<file path="src/rtl/mem_bus_ctrl.sv">
// Single-word load/store sequencer for an SRAM-style bus: IDLE -> SETUP -> ACCESS -> HOLD.
// Optional bus watchdog (BusErr, RData=FFFF on expiry) is compiled in with `define MEM_TIMEOUT_EN.
module mem_bus_ctrl #(
    parameter int unsigned WAIT_STATES    = 1,
    parameter int unsigned TIMEOUT_CYCLES = 64
) (
    input  logic        Clock,
    input  logic        nReset,
    input  logic        MemReq,
    input  logic        MemWrite,
    input  logic [15:0] Addr,
    input  logic [15:0] WData,
    output logic [15:0] RData,
    output logic        Busy,
    output logic        Done,
    output logic        BusErr,
    output logic [15:0] SysAddr,
    output logic [15:0] SysDataOut,
    output logic        SysDataOe,
    input  logic [15:0] SysDataIn,
    output logic        nSysCe,
    output logic        nSysOe,
    output logic        nSysWe,
    input  logic        SysRdy
);

    typedef enum logic [1:0] {IDLE, SETUP, ACCESS, HOLD} state_t;

    if (WAIT_STATES > 15) begin : g_bad_wait
        $error("WAIT_STATES must be in 0..15");
    end
    if (TIMEOUT_CYCLES < 1 || TIMEOUT_CYCLES > 255) begin : g_bad_timeout
        $error("TIMEOUT_CYCLES must be in 1..255");
    end

    state_t     state_reg;
    logic       write_reg;
    logic [3:0] wait_cnt_reg;
    logic       ready_hit;

    // SysRdy only counts once the minimum strobe time has elapsed
    assign ready_hit = (wait_cnt_reg == 4'd0) && SysRdy;

`ifdef MEM_TIMEOUT_EN
    logic [7:0] wd_cnt_reg;
    logic       timeout;
    assign timeout = (wd_cnt_reg == 8'(TIMEOUT_CYCLES - 1));
`else
    assign BusErr = 1'b0;
`endif

    always_ff @(posedge Clock or negedge nReset) begin
        if (!nReset) begin
            state_reg    <= IDLE;
            write_reg    <= 1'b0;
            wait_cnt_reg <= 4'd0;
            RData        <= 16'h0000;
            Busy         <= 1'b0;
            Done         <= 1'b0;
            SysAddr      <= 16'h0000;
            SysDataOut   <= 16'h0000;
            SysDataOe    <= 1'b0;
            nSysCe       <= 1'b1;
            nSysOe       <= 1'b1;
            nSysWe       <= 1'b1;
`ifdef MEM_TIMEOUT_EN
            wd_cnt_reg   <= 8'd0;
            BusErr       <= 1'b0;
`endif
        end else begin
            Done <= 1'b0;
`ifdef MEM_TIMEOUT_EN
            BusErr <= 1'b0;
`endif
            case (state_reg)
                IDLE: begin
                    if (MemReq) begin
                        // Outputs registered here are the SETUP-cycle bus values
                        state_reg    <= SETUP;
                        Busy         <= 1'b1;
                        write_reg    <= MemWrite;
                        wait_cnt_reg <= 4'(WAIT_STATES);
                        SysAddr      <= Addr;
                        nSysCe       <= 1'b0;
                        if (MemWrite) begin
                            SysDataOut <= WData;
                            SysDataOe  <= 1'b1;
                        end
`ifdef MEM_TIMEOUT_EN
                        wd_cnt_reg <= 8'd0;
`endif
                    end
                end
                SETUP: begin
                    state_reg <= ACCESS;
                    if (write_reg) nSysWe <= 1'b0;
                    else           nSysOe <= 1'b0;
                end
                ACCESS: begin
                    if (wait_cnt_reg != 4'd0) wait_cnt_reg <= wait_cnt_reg - 4'd1;
                    if (ready_hit) begin
                        state_reg <= HOLD;
                        nSysOe    <= 1'b1;
                        nSysWe    <= 1'b1;
                        Done      <= 1'b1;
                        if (!write_reg) RData <= SysDataIn;
                    end
`ifdef MEM_TIMEOUT_EN
                    else if (timeout) begin
                        state_reg <= HOLD;
                        nSysOe    <= 1'b1;
                        nSysWe    <= 1'b1;
                        Done      <= 1'b1;
                        BusErr    <= 1'b1;
                        if (!write_reg) RData <= 16'hFFFF;
                    end else begin
                        wd_cnt_reg <= wd_cnt_reg + 8'd1;
                    end
`endif
                end
                HOLD: begin
                    state_reg <= IDLE;
                    Busy      <= 1'b0;
                    nSysCe    <= 1'b1;
                    SysDataOe <= 1'b0;
                end
                default: state_reg <= IDLE;
            endcase
        end
    end

endmodule

</file>
<file path="config.mk">
export PLATFORM = sky130hd
export DESIGN_NAME = mem_bus_ctrl
export DESIGN_NICKNAME = d
export VERILOG_FILES = /design/src/rtl/mem_bus_ctrl.sv
export SDC_FILE = /design/constraint.sdc
export NUM_CORES = 1
export LEC_CHECK = 0
export BUFFER_PORTS_ARGS = -buffer_cell sky130_fd_sc_hd__buf_2
export CAP_MARGIN = 20
export CELL_PAD_IN_SITES_DETAIL_PLACEMENT = 1
export CELL_PAD_IN_SITES_GLOBAL_PLACEMENT = 2
export CORE_AREA = 2 2 96 98
export DETAILED_ROUTE_END_ITERATION = 8
export DIE_AREA = 0 0 98 100
export PLACE_DENSITY = 0.78
export SLEW_MARGIN = 20
export SYNTH_ARGS = -nofsm -noshare
export SYNTH_HDL_FRONTEND = slang
export SYNTH_SLANG_ARGS = --single-unit
</file>
<file path="constraint.sdc">
create_clock -name Clock -period 2.4 [get_ports Clock]
set_clock_uncertainty 0.2 [all_clocks]
set_input_delay 0.24 -clock Clock [delete_from_list [all_inputs] [get_ports Clock]]
set_output_delay 0.24 -clock Clock [all_outputs]
set_load 0.02 [all_outputs]
</file>
==> flow_summary.toml <==
[status]
result_of_the_run = "complete, no violations"

[placed_design]
gp_congestion = 0.749
pre_cts_ws_ns = 0.316
placedCellCount = 384
port-buffer-count = 106
post-dp-hpwl_mm = 4.16

[cts]
cts-resized-gates = 0
cts_post_setup_buffers_inserted = 0
clkLatencyLatePin_ns = 0.34
cts-buffers-inserted = 9
htreeDepth = 3
cts_tree = "built"
clock_tree.buffer_depth = 2
cts_root_buf = "sky130_fd_sc_hd__clkbuf_8"
cts.reportedPaths.clkPinSlew_ns = 0.07
numClockSinks = 61
cts.hold.buffers_added = 49

[logic_synthesis]
synth_cell_types = 30
yosys_register_bits = 61
netlist_area_mm2 = 0.00255
yosysSeqAreaShare_pct = 60.0
synth_nets = 230
synth_ff_type = "sky130_fd_sc_hd__dfrtp_1"
yosys_warnings = 0
postSynthCellCount = 171
synth-edff-count = 0
synth_area_per_cell_um2 = 14.9
postSynth.asyncResetShare_pct = 100

[detailed_routing]
detail_route.vias_per_cell = 4.40
routed-via-count = 1975
drt_pre_antenna_iters = 4
total_wirelength_of_the_detailed_routed_design_mm = 6.49
detailedRoute.firstIterationViolations = 33
route.detailed.wl_per_inst_um = 14.5
number_of_drc_violations_after_detailed_routing = 0
ant_nets = 0

[worst_setup_path]
crit_path_start_kind = "flop"
crit_type = "reg2reg"
worst_ep_required_time_ns = 2.46
worst-path-max-fanout = 10
setup.worst_path.end_class = "flop"
critPathArrivalTime_ns = 2.13

[die]
chipHeight_um = 100
die_area_mm2 = 0.00980
initial_utilization_pct = 28.7
boundaryPins = 108
fp.dieW_um = 98
core_region_area_mm2 = 0.00889
rows = 35

[global_route]
grt_start_max_net_pins = 37
gr-usage-all-layers_pct = 13.8
grt_first_pass_wirelength_mm = 10.5
grt_pass1_vias = 2127
grt_antenna_before_repair = 0
global_route.overflow_total = 0

[timing]
post-route-period-util_pct = 86.2
timing_max_transition_violations_final = 0
timing_hold_violations_final = 0
post_route_minimum_period_ns = 2.07
worst_pin_slew_ns = 0.651
max-slew-margin-rel_pct = 56.6
rsz0062_at_grt = "false"
fin_tns_setup_ns = 0
setup_viol = 0
post-route-worst-setup-slack_ns = 0.331
max_fclk_ghz = 0.483

[cells_and_area]
num-nets-final = 392
synthToLayoutAreaGrowth_pct = 52.7
layoutNonFillerInstCount = 449
biggestRegsByFlops = "RData: 16 flops, SysAddr: 16 flops, SysDataOut: 16 flops"
fillers = 979
antenna_cells = 0
drive_above_1_share_pct = 54.1

[power_and_ir_drop]
static-leakage-power_nw = 1.96
ir_drop_worst_vdd_mv = 0.591
power-per-cell-area_mw_per_mm2 = 1230
power_mw = 4.78

[hold_path]
hold_class = "in2reg"

[job]
max-cap-violations = 0
-- final timing paths --
kind                               from         endpoint  slack (ns)  depth (start not counted)
min in group asynchronous        nReset      SysAddr[15]        0.27                          2
max                        state_reg[0]  wait_cnt_reg[2]        0.33                          5
max reg2reg                state_reg[0]  wait_cnt_reg[2]        0.33                          5
min                            MemWrite        SysDataOe        0.04                          3
max in group asynchronous        nReset           nSysWe        1.05                          3
min reg2reg                      nSysCe           nSysCe        0.27                          2
-- report_power, final --
group          switching [mW]  internal, mW  leakage, nW
combinational            1.12         0.931         1.12
clock                   0.405         0.563        0.106
sequential              0.253          1.50        0.743
total                    1.78          3.00         1.96
-- synthesized netlist by cell type, types with 2 or more instances --
cell	count	area, um^2
sky130_fd_sc_hd__inv_1	7	26.3
sky130_fd_sc_hd__mux2_4	10	150
sky130_fd_sc_hd__a21oi_1	10	50.1
sky130_fd_sc_hd__buf_4	2	15.0
sky130_fd_sc_hd__mux2_2	40	450
sky130_fd_sc_hd__o21ai_0	3	15.0
sky130_fd_sc_hd__dfrtp_1	58	1450
sky130_fd_sc_hd__nor2_1	4	15.0
sky130_fd_sc_hd__ha_1	6	75.1
sky130_fd_sc_hd__or4_1	2	15.0
sky130_fd_sc_hd__nand2_1	6	22.5
sky130_fd_sc_hd__dfstp_2	3	78.8
sky130_fd_sc_hd__buf_6	3	33.8
-- per-stage QoR --
stage	hold slack (ns)	instance area, um^2	utilization, %
6_report	0.0408	3900	43.8
5_1_grt	0.0498	3900	43.8
4_1_cts	0.0276	3900	43.8
3_5_place_dp	0.115	3200	35.9
3_3_place_gp	0.107	3200	35.9
2_1_floorplan	-0.256	2550	-
-- layer usage --
metal	part of all wire [%]	track usage (%)	vias to the layer above	wire, um
li1	-	-	919	-
met5	0	0	-	0
met3	3.9	2.92	13	254
met2	54	24.6	58	3510
met4	3.0	8.12	0	192
met1	39	15.3	985	2530
-- area by class of cell --
class	instances	area (um^2)	share of cell area [%]
inverters	7	26.3	0.674
repair buffers	157	1050	26.9
well taps	111	139	3.56
clock buffers	13	169	4.33
flip-flops and latches	61	1530	39.3
multi-input cells	97	942	24.2
clock inverters	3	42.5	1.09
-- critical path, stage by stage, from the launching register on --
cell and delay, ns:
sky130_fd_sc_hd__dfrtp_1 0.41, sky130_fd_sc_hd__inv_1 0.10, sky130_fd_sc_hd__ha_1 0.42, sky130_fd_sc_hd__mux2i_2 0.19, sky130_fd_sc_hd__or4_1 0.51, sky130_fd_sc_hd__a21oi_1 0.16
-- layout by cell type, fill, tap and decap left out, types with 2 or more instances in the layout --
master | synthesis | layout
sky130_fd_sc_hd__nand2_1 | 6 | 6
sky130_fd_sc_hd__buf_2 | 1 | 106
sky130_fd_sc_hd__mux2_4 | 10 | 10
sky130_fd_sc_hd__dlygate4sd3_1 | 0 | 49
sky130_fd_sc_hd__a21oi_1 | 10 | 10
sky130_fd_sc_hd__clkbuf_8 | 0 | 12
sky130_fd_sc_hd__dfrtp_1 | 58 | 58
sky130_fd_sc_hd__inv_1 | 7 | 7
sky130_fd_sc_hd__nor2_1 | 4 | 4
sky130_fd_sc_hd__ha_1 | 6 | 6
sky130_fd_sc_hd__dfstp_2 | 3 | 3
sky130_fd_sc_hd__o21ai_0 | 3 | 3
sky130_fd_sc_hd__mux2_2 | 40 | 40
sky130_fd_sc_hd__or4_1 | 2 | 2
-- cells by family (layout without fill, tap and decap cells) --
kind of cell | after synthesis | in the layout | share of synthesized area (%)
muxes | 51 | 51 | 24.1
buffers and inverters | 13 | 180 | 3.14
DFF | 61 | 61 | 60.0
other | 1 | 1 | 0.147
adders and majority gates | 6 | 6 | 2.94
and+or+nand+nor | 21 | 21 | 5.59
AOI/OAI and AO/OA | 18 | 18 | 4.17
(Power assumes the default switching activity.)
